**src/rtl/pwm_capture_if.sv**
```systemverilog
// rtl/pwm_capture_if.sv - PWM input and measurement result bundle for pwm_capture
interface pwm_capture_if #(
  parameter int CTR_W = 11
);
  logic             pwm_i;
  logic             new_sample;
  logic [CTR_W-1:0] high_time;
  logic [CTR_W-1:0] period;
  logic             stuck_high;
  logic             stuck_low;

  modport master (
    output pwm_i,
    input  new_sample, high_time, period, stuck_high, stuck_low
  );

  modport slave (
    input  pwm_i,
    output new_sample, high_time, period, stuck_high, stuck_low
  );
endinterface

```
**src/rtl/pwm_capture.sv**
```systemverilog
// rtl/pwm_capture.sv - PWM period / high-time capture with stuck-level detection
module pwm_capture #(
  parameter int CTR_W   = 11,
  parameter int TIMEOUT = 2000
) (
  input  logic                clk,
  input  logic                rst,
  pwm_capture_if.slave        io_pwm
);

  localparam logic [0:0]       ST_ACQ    = 1'b0;
  localparam logic [0:0]       ST_MEAS   = 1'b1;
  localparam logic [CTR_W-1:0] CTR_MAX   = '1;
  localparam logic [CTR_W-1:0] CTR_ONE   = CTR_W'(1);
  localparam logic [CTR_W-1:0] TIMEOUT_C = CTR_W'(TIMEOUT);

  logic             r_s1, r_s2, r_s3;
  logic             r_rise;
  logic [0:0]       r_state;
  logic [CTR_W-1:0] r_cnt;
  logic [CTR_W-1:0] r_hcnt;
  logic [CTR_W-1:0] r_period;
  logic [CTR_W-1:0] r_high_time;
  logic             r_new_sample;
  logic             r_stuck_high;
  logic             r_stuck_low;
  logic             w_rise;

  assign w_rise = r_s2 & ~r_s3;

  // The FSM acts on the registered rise one cycle later; high cycles are
  // therefore counted from s3 (s2 delayed by one) so both stay aligned.
  always_ff @(posedge clk) begin
    if (rst) begin
      r_s1         <= 1'b0;
      r_s2         <= 1'b0;
      r_s3         <= 1'b0;
      r_rise       <= 1'b0;
      r_state      <= ST_ACQ;
      r_cnt        <= '0;
      r_hcnt       <= '0;
      r_period     <= '0;
      r_high_time  <= '0;
      r_new_sample <= 1'b0;
      r_stuck_high <= 1'b0;
      r_stuck_low  <= 1'b0;
    end else begin
      r_s1         <= io_pwm.pwm_i;
      r_s2         <= r_s1;
      r_s3         <= r_s2;
      r_rise       <= w_rise;
      r_new_sample <= 1'b0;
      case (r_state)
        ST_ACQ: begin
          if (r_rise) begin
            r_cnt        <= CTR_ONE;
            r_hcnt       <= CTR_ONE;
            r_stuck_high <= 1'b0;
            r_stuck_low  <= 1'b0;
            r_state      <= ST_MEAS;
          end
        end
        ST_MEAS: begin
          if (r_rise) begin
            r_period     <= r_cnt;
            r_high_time  <= r_hcnt;
            r_new_sample <= 1'b1;
            r_cnt        <= CTR_ONE;
            r_hcnt       <= CTR_ONE;
            r_stuck_high <= 1'b0;
            r_stuck_low  <= 1'b0;
          end else if (r_cnt == TIMEOUT_C) begin
            r_stuck_high <= r_s2;
            r_stuck_low  <= ~r_s2;
            r_state      <= ST_ACQ;
          end else begin
            if (r_cnt != CTR_MAX) begin
              r_cnt <= r_cnt + 1'b1;
            end
            if (r_s3 && (r_hcnt != CTR_MAX)) begin
              r_hcnt <= r_hcnt + 1'b1;
            end
          end
        end
        default: r_state <= ST_ACQ;
      endcase
    end
  end

  assign io_pwm.new_sample = r_new_sample;
  assign io_pwm.period     = r_period;
  assign io_pwm.high_time  = r_high_time;
  assign io_pwm.stuck_high = r_stuck_high;
  assign io_pwm.stuck_low  = r_stuck_low;

endmodule

```
**src/flat_wrapper.sv**
```systemverilog
// flat-port wrapper written by rule: the top's interface ports become plain ports
module pwm_capture_flat 
#(
  parameter int CTR_W   = 11,
  parameter int TIMEOUT = 2000
)
  (clk, rst, io_pwm_pwm_i, io_pwm_new_sample, io_pwm_high_time, io_pwm_period, io_pwm_stuck_high, io_pwm_stuck_low);
  pwm_capture_if #(.CTR_W(CTR_W)) io_pwm_i ();
  input  logic clk;
  input  logic rst;
  input wire logic [$bits(io_pwm_i.pwm_i)-1:0] io_pwm_pwm_i;
  output wire logic [$bits(io_pwm_i.new_sample)-1:0] io_pwm_new_sample;
  output wire logic [$bits(io_pwm_i.high_time)-1:0] io_pwm_high_time;
  output wire logic [$bits(io_pwm_i.period)-1:0] io_pwm_period;
  output wire logic [$bits(io_pwm_i.stuck_high)-1:0] io_pwm_stuck_high;
  output wire logic [$bits(io_pwm_i.stuck_low)-1:0] io_pwm_stuck_low;
  assign io_pwm_i.pwm_i = io_pwm_pwm_i;
  assign io_pwm_new_sample = io_pwm_i.new_sample;
  assign io_pwm_high_time = io_pwm_i.high_time;
  assign io_pwm_period = io_pwm_i.period;
  assign io_pwm_stuck_high = io_pwm_i.stuck_high;
  assign io_pwm_stuck_low = io_pwm_i.stuck_low;
  pwm_capture #(.CTR_W(CTR_W), .TIMEOUT(TIMEOUT)) u_core (.clk(clk), .rst(rst), .io_pwm(io_pwm_i));
endmodule
```
**config.mk**
```make
export PLATFORM = sky130hd
export DESIGN_NAME = pwm_capture_flat
export DESIGN_NICKNAME = d
export VERILOG_FILES = /design/src/rtl/pwm_capture_if.sv /design/src/rtl/pwm_capture.sv /design/src/flat_wrapper.sv
export SDC_FILE = /design/constraint.sdc
export NUM_CORES = 1
export LEC_CHECK = 0
export CORE_ASPECT_RATIO = 1.75
export CORE_MARGIN = 2
export CORE_UTILIZATION = 49
export CTS_CLUSTER_SIZE = 24
export DETAILED_ROUTE_END_ITERATION = 12
export PLACE_DENSITY = 0.83
export REMOVE_ABC_BUFFERS = 1
export SYNTH_ARGS = -nofsm -noshare
export SYNTH_HDL_FRONTEND = slang
export SYNTH_SLANG_ARGS = --single-unit
```
**constraint.sdc**
```tcl
create_clock -name clk -period 1.9 [get_ports clk]
set_clock_uncertainty 0.15 [all_clocks]
set_input_delay 0.285 -clock clk [delete_from_list [all_inputs] [get_ports clk]]
set_output_delay 0.285 -clock clk [all_outputs]
set_load 0.1 [all_outputs]
```
# == Yosys cells after proc, flatten, opt, wreduce, memory -nomap -nowiden ==
# Index checks and enable logic that the tools add are counted.
# Widths: inputs -> output; s select.
# totals
n_memories,0
in_bits,3
ram_bits,0
out_inout_bits,25
register_bits,52
latch_bits,0
rom_bits,0
word_cells,52
# op_classes
order_cmp,0
eq_ne,8
n_bitwise,4
reduce_logical,6
n_shift,0
add_sub_neg,2
div,0
mul,0
mux,20
# ops
op,count
$mux 11,7
$pmux 11 s2,2
$add 11x1->11 const B,2
$ne 11x11->1 const B,2
$ne 3x2->1 const B,4
$eq 11x11->1 const B,1
$mux 1,8
$pmux 1 s2,3
$reduce_and 3->1,2
$reduce_and 2->1,2
$not 1->1,3
$ne 2x1->1 const B,1
$reduce_or 2->1,1
$and 1x1->1,1
$logic_and 1x1->1,1

# == Longest topological paths before layout ==
# Gate-level depths: netlist (run 1).
# logic_depth
depth_word,6
depth_mapped,7
ltp_nobuf,6

# == Worst setup path after synthesis (run 1) ==
# No wires, ideal clock.
# synth_timing
kind,register -> register
from,register u_core.r_cnt[0]
to,register u_core.r_hcnt[5]
t_arrival_ns,1.714
setup_time_ns,0.070
path_stages_with_launch,7
path_slack_ns,-0.034
path_buffers,0
synth_period_minus_slack_ns,1.934
t_required_ns,1.680
cell_sequence,dfxtp_1 -> inv_1 -> ha_1 -> or4b_4 -> o311ai_4 -> or4_2 -> a21oi_1
# synth_between
elab_chain_len,3
# synth_lines
item,line_no,rtl
start: declaration,pwm_capture.sv:20,logic [CTR_W-1:0] r_cnt;
start signal: assignment,pwm_capture.sv:78,r_cnt <= r_cnt + 1'b1;
$eq 11x11->1,pwm_capture.sv:72,end else if (r_cnt == TIMEOUT_C) begin
$ne 3x2->1 (no line),n/a,
$reduce_and 3->1 (no line),n/a,
end signal: assignment,pwm_capture.sv:81,r_hcnt <= r_hcnt + 1'b1;
end: declaration,pwm_capture.sv:21,logic [CTR_W-1:0] r_hcnt;
# Every way passes these cells.
# A chain may end at the register's enable or synchronous reset.

# == Final worst setup path (run 1) ==
# layout_timing
from,register u_core.r_cnt[0]
to,register u_core.r_cnt[0]
# layout_between
elab_chain_len,5
word_cells_on_any_way,10
classes_between,add/sub (1); eq/ne (4); mux (4); reduce/logical (1)
# layout_lines
item,line_no,rtl
$add 11x1->11,pwm_capture.sv:78,
$mux 11,pwm_capture.sv:77,if (r_cnt != CTR_MAX) begin
$mux 11,pwm_capture.sv:72,
$mux 11,pwm_capture.sv:64,if (r_rise) begin
$pmux 11 s2,pwm_capture.sv:53,case (r_state)
# Several ways; a longest one is shown, not always the timed one. The select of a mux whose other input is x is not followed.

==> results.yml, run 1 <==
status:
  status: "finished, violations left"
  violations: "setup timing"
clocking:
  cts_tree: "built"
  cts_sinks: 52
  clkSlewWorstSetupHoldPaths_ns: 0.09
  cts_max_level: 2
  cts_buffers: 5
  cts-root-buf: "clkbuf_8"
  clk_path_buf_depth: 2
  worst_skew_pair.late_latency_ns: 0.31
yosys:
  syn-cell-area_sq_um: 2190
  synth_flop_cell: "dfxtp_1"
  yosys_warnings: 0
  synth_cells: 254
  ys_seq_area_share_pct: 47.6
  async_reset_ff_share_pct: 0
  ys_seq_elements: 52
  synth_area_per_cell_sq_um: 8.61
  synth_edf_count: 0
  synth_cell_types: 41
cells_and_area:
  final_common_cell: "nand2_1"
  mostFrequentLayoutCells: "nand2_1 (54), dfxtp_1 (50), a21oi_1 (33)"
  final_cell_count_no_fill: 364
  antenna_cells: 0
  area_delta_synth_final_pct: 47.4
  fin_nets: 318
  drive_gt1_share_pct: 33.2
place:
  port_buffers: 27
  place_hpwl_um: 3640
  place_inst: 351
  place.gp.congestion: 0.900
sta:
  fin_crit_ns: 2.12
  max_freq_ghz: 0.471
  min_period_over_period_pct: 112
  finalHoldViolations: 0
  slew_headroom_pct: 78.7
  rsz0062_at_grt: "true"
  worstMarginPinSlew_ns: 0.317
  slew_viol_final: 0
  finalSetupViolCount: 23
  setup_ws_ns: -0.225
critical_path:
  path_class: "flip-flop to flip-flop"
  start_kind: "flip-flop"
  worst_r2r_startpoint: "u_core.r_cnt[0]"
  reg2regPathDepth: 8
  critPathCaptureType: "flip-flop"
  cp.required_ns: 1.94
  crit_fanout: 5
  reg2reg_slack_ns: -0.22
  crit_arrival_ns: 2.17
  r2r_end: "u_core.r_cnt[0]"
floorplan:
  die_area_sq_um: 5030
  die_h_um: 92.4
  fp.dieW_um: 54.5
  rows: 32
  io_pins: 28
  initial_core_util_pct: 50.1
  coreArea_sq_um: 4360
drt:
  post_drt_wl_per_cell_um: 15.7
  num_vias: 2100
  drcViolationCount: 0
  drt_first_pass_iters: 5
  ant_nets: 0
  wl_um: 5720
  avgViaCountPerCell: 5.77
  drt_iter0_markers: 65
power_and_ir_drop:
  power.density_nw_per_um2: 603
  ir_worst_vdd_mv: 0.523
  clock_power_share_pct: 38.5
  power.switching_mw: 0.416
  comb_power_share_pct: 4.9
  internal-power_mw: 1.53
  finalPower_mw: 1.94
  p_leak_nw: 1.14
  power_frac_seq_pct: 56.6
  p_sw_share_pct: 21.4
min_path:
  worstHoldPathCells: 1
  hp-class: "flip-flop to flip-flop"
  min_from: "u_core.r_s1"
  whs_endpoint: "u_core.r_s2"
grt:
  grt_pass1_vias: 2006
  antenna_found_initial: 0
  grt_max_degree: 20
  overflow: 0
  grt_pass1_wl_um: 9490
  grt_use_total_pct: 25.4
flow_run:
  max-cap-violations: 0
[power by group through the flow]
stage	Combinational (mW)	Clock (mW)	Sequential, mW
after floorplan	0.0255	0	1.13
after global placement	0.0738	0	1.13
after detailed placement	0.0769	0	1.13
after CTS	0.0845	0.761	1.10
after global routing	0.102	0.802	1.10
final	0.0954	0.748	1.10
[through the flow]
step	TNS, ns	hold WS [ns]	worst slack (ns)	area [sq um]	utilization, %
CTS	-1.71	0.306	-0.149	3130	71.8
detailed placement	-1.70	0.277	-0.170	2960	67.7
floorplan	-0.864	0.204	-0.0985	2100	-
global route	-4.77	0.317	-0.292	3220	73.9
finish	-3.28	0.301	-0.225	3220	73.9
global placement	-0.448	0.275	-0.0770	2960	67.7
[state kept, by name, summed over array words and instances (netlist names)]
| signal | cells |
|---|---|
| u_core.io_pwm.stuck_high | 1 |
| u_core.io_pwm.stuck_low | 1 |
| u_core.r_s1 | 1 |
| u_core.r_rise | 1 |
| u_core.io_pwm.new_sample | 1 |
| u_core.r_state | 1 |
| u_core.io_pwm.period | 11 |
| u_core.r_cnt | 11 |
| u_core.io_pwm.high_time | 11 |
| u_core.r_s2 | 1 |
| u_core.r_s3 | 1 |
| u_core.r_hcnt | 11 |
[per-layer routing]
layer | track usage (%) | wire, um | up-vias
li1 | - | - | 1024
met1 | 30.3 | 2060 | 996
met2 | 42.1 | 3330 | 74
met3 | 5.32 | 275 | 6
met4 | 11.0 | 61 | 0
met5 | 0 | 0 | -
[synth_stat cells (2+ instances only)]
library cell / count / area (sq um)
mux2i_1: 2 / 20.0
o31ai_1: 7 / 52.6
and4_2: 2 / 20.0
buf_6: 4 / 45.0
or4_2: 4 / 35.0
nor2_1: 12 / 45.0
nor2b_1: 2 / 12.5
ha_1: 3 / 37.5
and3_1: 2 / 12.5
nand3_1: 8 / 40.0
a31oi_1: 3 / 18.8
or3_2: 3 / 22.5
o21ai_0: 10 / 50.1
inv_1: 5 / 18.8
nand2_1: 54 / 203
o211ai_1: 2 / 15.0
or3_1: 7 / 43.8
nand4_1: 7 / 43.8
clkbuf_1: 8 / 30.0
a21oi_1: 36 / 180
nor3_1: 2 / 10.0
dfxtp_1: 52 / 1040
[cells by family (layout without fill, tap and decap cells)]
| group | count (synthesis) | count (layout) | synth area share, % |
|---|---|---|---|
| AOI/OAI and AO/OA | 68 | 68 | 19.7 |
| adders and majority gates | 3 | 3 | 1.72 |
| buffers and inverters | 19 | 78 | 4.86 |
| DFF | 52 | 52 | 47.6 |
| muxes | 2 | 2 | 0.915 |
| and+or+nand+nor | 110 | 110 | 25.2 |
[worst max-delay path by stage]
stage,from,endpoint,slack [ns],cells past startpoint
floorplan,u_core.r_cnt[0],u_core.r_hcnt[5],-0.1,6
global placement,u_core.r_cnt[0],u_core.r_hcnt[5],-0.08,7
detailed placement,u_core.r_cnt[0],u_core.r_hcnt[3],-0.17,7
CTS,u_core.r_cnt[0],u_core.r_cnt[7],-0.15,8
global route,u_core.r_cnt[0],u_core.r_cnt[8],-0.29,8
finish,u_core.r_cnt[0],u_core.r_cnt[0],-0.22,8
[area by class of cell]
cell class	instances	area (sq um)
fillers	289	1140
multi-input cells	183	1140
flip-flops and latches	52	1040
repair buffers	65	850
clock buffers	5	68.8
well taps	51	63.8
clock inverters	3	42.5
inverters	5	18.8
[worst max-delay path, stage by stage (launching register included)]
cell	delay, ns
dfxtp_2	0.34
inv_2	0.07
ha_4	0.13
or4b_4	0.50
buf_6	0.16
a211oi_4	0.31
buf_6	0.17
or3_1	0.10
a31oi_1	0.08
[repair_timing]
action / 4_1_cts / 5_1_grt
gates resized for setup: 20 / 18
cloned: 1 / 0
endpoints found under the setup margin: 22 / 23
buffers inserted: 2 / 2
hold buffers: 0 / 0
pin swaps: 5 / 11
(Power assumes the default switching activity.)
==> run 2, diff against run 1 <==
--- a/config.mk
+++ b/config.mk
@@ -10,8 +10,10 @@
 export CORE_UTILIZATION = 49
 export CTS_CLUSTER_SIZE = 24
 export DETAILED_ROUTE_END_ITERATION = 12
+export MAX_ROUTING_LAYER = met4
 export PLACE_DENSITY = 0.83
 export REMOVE_ABC_BUFFERS = 1
+export SLEW_MARGIN = 15
 export SYNTH_ARGS = -nofsm -noshare
 export SYNTH_HDL_FRONTEND = slang
 export SYNTH_SLANG_ARGS = --single-unit
==> run 2 against run 1 <==
Compared with the run above: the flow still finishes with violations (setup timing); critical endpoint is now u_core.io_pwm.stuck_high; first-iteration DRC count grew 9.2%; via count rose by 2.0%; largest cell class unchanged; combinational power is 8.2% lower; sequential cell count unchanged; global-route usage down 1.2 points.
==> results.yml, run 2 (synthesized netlist as in run 1, its figures left out) <==
status:
  status: "finished, violations left"
  violations: "setup timing"
grt:
  met1_usage_pct: 26.5
  grt_use_met3_pct: 5.00
  grt_pass1_wl_um: 8890
  met2_usage_pct: 40.1
  grt_pass1_vias: 2022
  antenna_found_initial: 0
  top_usage_layer: "met2"
  grt_max_degree: 31
  overflow: 0
  grt_use_total_pct: 24.2
cells_and_area:
  final_common_cell: "nand2_1"
  mostFrequentLayoutCells: "nand2_1 (54), dfxtp_1 (50), a21oi_1 (31)"
  final_cell_count_no_fill: 363
  antenna_cells: 0
  drive_gt1_share_pct: 34.0
  final_cell_area_sq_um: 3230
  fin_nets: 317
  area_delta_synth_final_pct: 47.9
floorplan:
  initial_core_util_pct: 50.1
  coreArea_sq_um: 4360
  rows: 32
  die_area_sq_um: 5030
  io_pins: 28
  fp.dieW_um: 54.5
  die_h_um: 92.4
critical_path:
  critPathCaptureType: "flip-flop"
  setup.worst_path.start: "u_core.r_cnt[0]"
  r2r_end: "u_core.io_pwm.stuck_high"
  cp.required_ns: 1.96
  crit_fanout: 3
  reg2regPathDepth: 8
  start_kind: "flip-flop"
  crit_arrival_ns: 2.12
  reg2reg_slack_ns: -0.16
  worst_r2r_startpoint: "u_core.r_cnt[0]"
  path_class: "flip-flop to flip-flop"
sta:
  min_period_over_period_pct: 108
  max_freq_ghz: 0.485
  finalHoldViolations: 0
  hold_slack_ns: 0.305
  slew_viol_final: 0
  finalSetupViolCount: 20
  rsz0062_at_grt: "true"
  slew_headroom_pct: 78.0
  fin_crit_ns: 2.06
  setup_ws_ns: -0.161
  worstMarginPinSlew_ns: 0.330
drt:
  post_drt_wl_per_cell_um: 16.3
  drt_iter0_markers: 71
  ant_nets: 0
  num_vias: 2141
  avgViaCountPerCell: 5.90
  drcViolationCount: 0
  wl_um: 5940
  drt_first_pass_iters: 4
min_path:
  worstHoldPathCells: 1
  whs_endpoint: "u_core.r_s2"
  min_from: "u_core.r_s1"
  hp-class: "flip-flop to flip-flop"
power_and_ir_drop:
  p_leak_nw: 1.13
  power.density_nw_per_um2: 567
  comb_power_share_pct: 4.8
  internal-power_mw: 1.42
  p_sw_share_pct: 22.4
  clock_power_share_pct: 35.2
  ir_worst_vdd_mv: 0.521
  power_frac_seq_pct: 60.0
  power.switching_mw: 0.410
place:
  port_buffers: 27
  place_hpwl_um: 3710
  place_inst: 350
  placed_area_sq_um: 2950
  place.gp.congestion: 0.879
clocking:
  clkSlewWorstSetupHoldPaths_ns: 0.09
  clk_path_buf_depth: 2
  cts_sinks: 52
  hold_buffers: 0
  worst_skew_pair.late_latency_ns: 0.31
  cts_tree: "built"
  cts-root-buf: "clkbuf_8"
  cts_buffers: 5
  cts_max_level: 2
flow_run:
  max-cap-violations: 0
[run 2: area by class of cell]
cell class,count,area (sq um)
Multi-Input combinational cell,183,1170
Fill cell,269,1130
Sequential cell,52,1040
Timing Repair Buffer,64,850
Clock buffer,6,82.6
Tap cell,51,63.8
Inverter,5,18.8
Clock inverter,2,10.0
[run 2: repair_timing]
item,4_1_cts,5_1_grt
gates resized for setup,19,25
pin swaps,8,11
setup endpoints to repair,20,24
setup buffers,3,2
[run 2: per-stage QoR]
step | TNS [ns] | utilization (%) | worst slack [ns] | total power, mW
6_report | -1.89 | 74.1 | -0.161 | 1.83
5_1_grt | -3.11 | 74.1 | -0.251 | 1.88
4_1_cts | -1.64 | 71.0 | -0.117 | 1.82
3_5_place_dp | -1.19 | 67.6 | -0.133 | 1.20
3_3_place_gp | -0.455 | 67.6 | -0.0784 | 1.20
2_1_floorplan | -0.864 | - | -0.0985 | 1.15
[run 2: worst max-delay path by stage]
stage,to,slack [ns],cells past startpoint
after CTS,u_core.r_cnt[7],-0.12,8
after floorplan,u_core.r_hcnt[5],-0.1,6
final,u_core.io_pwm.stuck_high,-0.16,8
after global routing,u_core.r_hcnt[0],-0.25,8
after detailed placement,u_core.r_hcnt[4],-0.13,7
after global placement,u_core.r_hcnt[5],-0.08,7
[run 2: worst max-delay path: stages, from the launching register on]
cell and delay, ns:
dfxtp_2 0.33, inv_2 0.07, ha_4 0.12, or4b_4 0.50, buf_6 0.15, buf_4 0.14
nor4_4 0.23, mux2i_1 0.22, nor2_1 0.05
[run 2: power by group through the flow]
stage	Clock [mW]	Combinational (mW)	Sequential [mW]
floorplan	0	0.0255	1.13
global placement	0	0.0710	1.13
detailed placement	0	0.0735	1.13
CTS	0.648	0.0761	1.10
global route	0.683	0.0927	1.10
finish	0.645	0.0876	1.10
[run 2: per-layer routing]
metal | share of wire [%] | wire length, um | vias to the layer above
met1 | 37 | 2180 | 1029
li1 | - | - | 1017
met2 | 56 | 3320 | 85
met5 | 0 | 0 | -
met3 | 5.4 | 322 | 10
met4 | 1.8 | 109 | 0
==> run 3, diff against run 2 <==
--- a/config.mk
+++ b/config.mk
@@ -17,3 +17,4 @@
 export SYNTH_ARGS = -nofsm -noshare
 export SYNTH_HDL_FRONTEND = slang
 export SYNTH_SLANG_ARGS = --single-unit
+export TNS_END_PERCENT = 30
==> run 3 against run 2 <==
Compared with the run above: the run still ends with setup timing left; via count fell by 2.3%; sequential cell count did not move; final area down 2.4%; sequential share of layout area is 0.78 points higher; largest power group unchanged.
==> results.yml, run 3 (synthesized netlist as in run 1, its figures left out) <==
grt:
  met1_usage_pct: 25.7
  grt_max_degree: 31
  top_usage_layer: "met2"
  grt_pass1_wl_um: 8700
  antenna_found_initial: 0
  overflow: 0
  grt_use_met3_pct: 4.35
  met2_usage_pct: 39.4
  grt_pass1_vias: 2008
  grt_use_total_pct: 23.7
critical_path:
  start_kind: "flip-flop"
  cp_slowest_cell: "or4b_4"
  crit_fanout: 10
  critical-path-max-stage-delay_ns: 0.49
  cp.required_ns: 1.99
  critPathTopFamily: "simple AND/OR/NAND/NOR gates"
  crit_arrival_ns: 2.11
  crit_chain: "inv_2, ha_4, or4b_4, buf_6, a211oi_4, buf_6, o21ai_0, a31oi_1"
  path_class: "flip-flop to flip-flop"
  cpMostUsedCell: "buf_6"
  critPathCaptureType: "flip-flop"
  worst-path-buf-inv: 3
cells_and_area:
  antenna_cells: 0
  mostFrequentLayoutCells: "nand2_1 (54), dfxtp_1 (50), a21oi_1 (33)"
  drive_gt1_share_pct: 30.9
  final_common_cell: "nand2_1"
  fin_nets: 316
  area_delta_synth_final_pct: 44.4
drt:
  num_vias: 2091
  post_drt_wl_per_cell_um: 15.0
  drt_iter0_markers: 60
  avgViaCountPerCell: 5.78
  drt_first_pass_iters: 5
  drcViolationCount: 0
  wl_um: 5440
  ant_nets: 0
floorplan:
  die_h_um: 92.4
  io_pins: 28
  die_area_sq_um: 5030
  coreArea_sq_um: 4360
  initial_core_util_pct: 50.1
  rows: 32
  fp.dieW_um: 54.5
status:
  status: "finished, violations left"
  violations: "setup timing"
clocking:
  worst_skew_pair.late_latency_ns: 0.31
  cts_tree: "built"
  hold_buffers: 0
  cts-root-buf: "clkbuf_8"
  clkSlewWorstSetupHoldPaths_ns: 0.09
  cts_sinks: 52
  cts_max_level: 2
  cts_buffers: 5
  clk_path_buf_depth: 2
min_path:
  hp-class: "flip-flop to flip-flop"
flow_run:
  max-cap-violations: 0
place:
  pre_cts_slack_ns: -0.133
  place.gp.congestion: 0.879
  port_buffers: 27
  place_hpwl_um: 3710
power_and_ir_drop:
  finalPower_mw: 1.82
  power.density_nw_per_um2: 578
  p_leak_nw: 1.11
  ir_worst_vdd_mv: 0.438
sta:
  min_period_over_period_pct: 106
  slew_headroom_pct: 79.5
  setup_ws_ns: -0.122
  slew_viol_final: 0
  finalHoldViolations: 0
  worstMarginPinSlew_ns: 0.305
  fin_crit_ns: 2.02
  finalSetupViolCount: 20
  max_freq_ghz: 0.495
  rsz0062_at_grt: "true"
## run 3: what timing repair did
action,4_1_cts,5_1_grt
buffers inserted,3,1
endpoints found under the setup margin,20,24
gates resized for setup,13,15
pin swaps,6,4
## run 3: power breakdown
part           switching (mW)  total, mW  internal (mW)
Combinational          0.0468     0.0821         0.0352
Sequential            0.00495       1.10           1.10
Clock                   0.351      0.642          0.291
Total                   0.402       1.82           1.42
## run 3: cell type report
| type | instances | area [sq um] |
|---|---|---|
| fill | 297 | 1210 |
| timing repair buffer | 63 | 835 |
| inverter | 5 | 18.8 |
| tap | 51 | 63.8 |
| clock buffer | 6 | 82.6 |
| multi-input combinational | 183 | 1100 |
| sequential | 52 | 1040 |
| clock inverter | 2 | 10.0 |
## run 3: metrics by stage
step / util, % / area (sq um) / hold WS [ns] / cells / TNS (ns)
2_1_floorplan: - / 2100 / 0.204 / 240 / -0.864
3_3_place_gp: 67.6 / 2950 / 0.273 / 350 / -0.455
3_5_place_dp: 67.6 / 2950 / 0.274 / 350 / -1.19
4_1_cts: 70.9 / 3090 / 0.303 / 361 / -1.48
5_1_grt: 72.4 / 3160 / 0.328 / 362 / -2.90
6_report: 72.4 / 3160 / 0.304 / 362 / -1.52
## run 3: worst paths after layout
kind | from | endpoint | slack [ns] | cells past startpoint
max | u_core.r_cnt[0] | u_core.r_cnt[0] | -0.12 | 8
max reg2reg | u_core.r_cnt[0] | u_core.r_cnt[0] | -0.12 | 8
min reg2reg | u_core.r_s1 | u_core.r_s2 | 0.30 | 1
min | u_core.r_s1 | u_core.r_s2 | 0.30 | 1
## run 3: metal layers
| layer | vias up | share of wire, % |
|---|---|---|
| met2 | 68 | 56 |
| met5 | - | 0 |
| met3 | 16 | 3.8 |
| met1 | 992 | 37 |
| met4 | 0 | 2.7 |
| li1 | 1015 | - |
==> variant: new RTL, config.mk and constraints of run 1 <==
`CTR_W` is set to 11 in 3 places; all go to 22.
--- a/src/rtl/pwm_capture_if.sv
+++ b/src/rtl/pwm_capture_if.sv
@@ -1,5 +1,5 @@
 // rtl/pwm_capture_if.sv - PWM input and measurement result bundle for pwm_capture
 interface pwm_capture_if #(
-  parameter int CTR_W = 11
+  parameter int CTR_W = 22
 );
   logic             pwm_i;
--- a/src/rtl/pwm_capture.sv
+++ b/src/rtl/pwm_capture.sv
@@ -1,5 +1,5 @@
 // rtl/pwm_capture.sv - PWM period / high-time capture with stuck-level detection
 module pwm_capture #(
-  parameter int CTR_W   = 11,
+  parameter int CTR_W   = 22,
   parameter int TIMEOUT = 2000
 ) (
--- a/src/flat_wrapper.sv
+++ b/src/flat_wrapper.sv
@@ -2,5 +2,5 @@
 module pwm_capture_flat 
 #(
-  parameter int CTR_W   = 11,
+  parameter int CTR_W   = 22,
   parameter int TIMEOUT = 2000
 )
Interface: changed (resized io_pwm_high_time and io_pwm_period); port bits go from 28 to 50. No check against the original RTL was run, so the function may have changed too.
==> variant against run 1 <==
  * The flow still finishes with violations (negative setup slack)
  * Cell area is 110% higher
  * Synthesized area is 89% higher
  * Routed wire length rose to 2.9 times the old value
  * Total power up 100%
  * Worst hold slack got worse by 5.0 ps
  * Sequential cell count rose by 44
  * Setup slack worse by 170 ps
  * Sequential power grew 85%
  * Count of clock-buffer cells in the layout rose by 10
  * Global-route usage up 7.0 points
==> variant: results (changes against run 1) <==
* **run status** complete, but fails checks
* **violations in the final reports** negative setup slack
* **GP Congestion** 0.926, +2.9%
* **number of buffers created by CTS** 9, +4
* **final setup vio count** 46, +100%
* **vias after detailed routing** 5025, +140%
* **number of filler instances in the final layout** 387, +34%
* **overall routed net length** 16400 um, +190%
* **area post-placement** 0.00594 mm^2, +100%
* **sequential cell area fraction in the yosys report** 0.465, -0.0111
* **class of the worst hold path** primary input to register
* **worst-skew pair later-pin latency** 350 ps, +40 ps
* **Worst Setup Slack, final** -395 ps, -170 ps
* **antenna violations before repair** 0, unchanged
* **Post-synth top cells** sky130_fd_sc_hd__nand2_1 (122), sky130_fd_sc_hd__dfxtp_1 (96), sky130_fd_sc_hd__a21oi_1 (68), sky130_fd_sc_hd__nor2_1 (30), sky130_fd_sc_hd__clkbuf_1 (24)
* **final HPWL from detailed placement** 9230 um, +150%
* **top cell family by delay on the critical path** compound AO/OA/AOI/OAI gates
* **number of H-tree branching levels** 3, +1
* **wire length of the first global-routing pass** 23300 um, +140%
* **number of DRC markers after the initial detailed-route iteration** 588, +800%
* **worst slew pin tran** 391 ps, +73.6 ps
* **net total in the final layout** 688, +120%
* **share of final-layout standard cells stronger than drive strength 1** 0.405, +0.0730
* **FFs w/ async S/R, synth** 0, unchanged
* **leakage power summed over all cells** 2.61 nW, +130%
* **diodes inserted** 0, unchanged
* **largest net degree at the start of global routing** 26, +30%
* **number of iterations in the first detailed-routing pass** 7, +2
* **clock input transition at the sequential cells of the worst setup and hold paths** 70 ps, -20 ps
* **Synth cell types** 53, +29%
* **vias in the first global route** 5045, +150%
* **stage delay of the slowest cell on the critical path** 430 ps, -70 ps
* **aggregate global-route resource usage** 0.324, +0.0696
* **switch share** 0.225, +0.0106
* **CTS Root Cell** sky130_fd_sc_hd__clkbuf_16
* **maximum vdd ir drop** 1090 uV, +110%
* **Worst Path Arrival** 2410 ps, +240 ps
* **top post-synthesis cells by area** sky130_fd_sc_hd__dfxtp_1 (46%), sky130_fd_sc_hd__nand2_1 (11%), sky130_fd_sc_hd__a21oi_1 (8.2%), sky130_fd_sc_hd__nor2_1 (2.7%), sky130_fd_sc_hd__clkbuf_1 (2.2%)
* **Max stage delay cell, worst path** sky130_fd_sc_hd__dfxtp_1
* **count of synthesis-stage warnings from yosys** 0, unchanged
* **setup TNS** -11790 ps, -8510 ps
* **maximum root-to-sink buffer count** 2, unchanged
* **Critical Path Fanout Max** 7, +2
* **most common flop cell mapped by yosys** sky130_fd_sc_hd__dfxtp_1
* **count of buffers from port buffering** 49, +81%
variant: cell types whose count changed in the layout (fill, tap and decap cells not counted), sizes merged, moves of 7 or more:
cell / before / now
nor2: 12 / 30
a21oi: 36 / 68
nand3: 8 / 16
buf: 63 / 184
clkbuf: 5 / 15
and3: 2 / 13
nand2: 54 / 123
dfxtp: 52 / 96
o21ai: 12 / 19
variant: cell type report:
cell class	count	area (um^2)	share of cell area
tap	92	115	0.0166
inverter	8	30.0	0.00434
multi-input combinational	382	2480	0.359
sequential	96	1930	0.279
timing repair buffer	185	2090	0.302
clock buffer	15	268	0.0387
variant: through the flow:
step / power [mW] / instances
after floorplan: 2.12 / 485
after global placement: 2.20 / 740
after detailed placement: 2.21 / 740
after CTS: 3.88 / 773
after global routing: 4.04 / 778
final: 3.92 / 778
variant: repair_timing:
action,4_1_cts,5_1_grt
pin swaps,24,40
resized for setup,62,65
buffers inserted,17,6
cloned,1,0
setup endpoints to repair,45,47
endpoints found under the hold margin,0,0
variant: kinds of logic after synthesis:
| group | after synthesis | share of synthesized area |
|---|---|---|
| AOI/OAI and AO/OA | 125 | 0.180 |
| xor gates and xnor gates | 10 | 0.0212 |
| adders and majority gates | 3 | 0.00908 |
| buffers and inverters | 40 | 0.0390 |
| DFF | 96 | 0.465 |
| muxes | 3 | 0.00757 |
| and+or+nand+nor | 240 | 0.278 |
variant: power groups by stage:
stage,clock (mW),combinational (mW),sequential (mW)
2_1_floorplan,0,0.0487,2.07
3_3_place_gp,0,0.132,2.07
3_5_place_dp,0,0.137,2.07
4_1_cts,1.70,0.160,2.02
5_1_grt,1.82,0.198,2.02
6_report,1.71,0.192,2.03
variant: per-layer routing:
layer	GRT usage	up-vias	wire [um]
met2	0.548	373	8510
met5	0	-	0
met4	0.264	0	1460
li1	-	2148	-
met3	0.0774	143	1130
met1	0.320	2361	5270
variant: final timing paths:
check                        from                      end  slack [ps]  cells after the start
setup reg to reg  u_core.r_cnt[4]         u_core.r_cnt[21]        -400                      8
hold reg to reg       u_core.r_s1              u_core.r_s2         310                      1
hold / removal                rst  u_core.io_pwm.period[0]         300                      3
setup / recovery  u_core.r_cnt[4]         u_core.r_cnt[21]        -400                      8
variant: worst reg2reg max path, stage by stage, from the launching register on:
cell and delay, ps:
sky130_fd_sc_hd__dfxtp_1 430, sky130_fd_sc_hd__nor4b_2 310, sky130_fd_sc_hd__nand4_1 230, sky130_fd_sc_hd__o21a_2 310, sky130_fd_sc_hd__buf_6 140, sky130_fd_sc_hd__o211ai_4 240
sky130_fd_sc_hd__buf_12 160, sky130_fd_sc_hd__o21ai_1 70, sky130_fd_sc_hd__a21oi_1 170
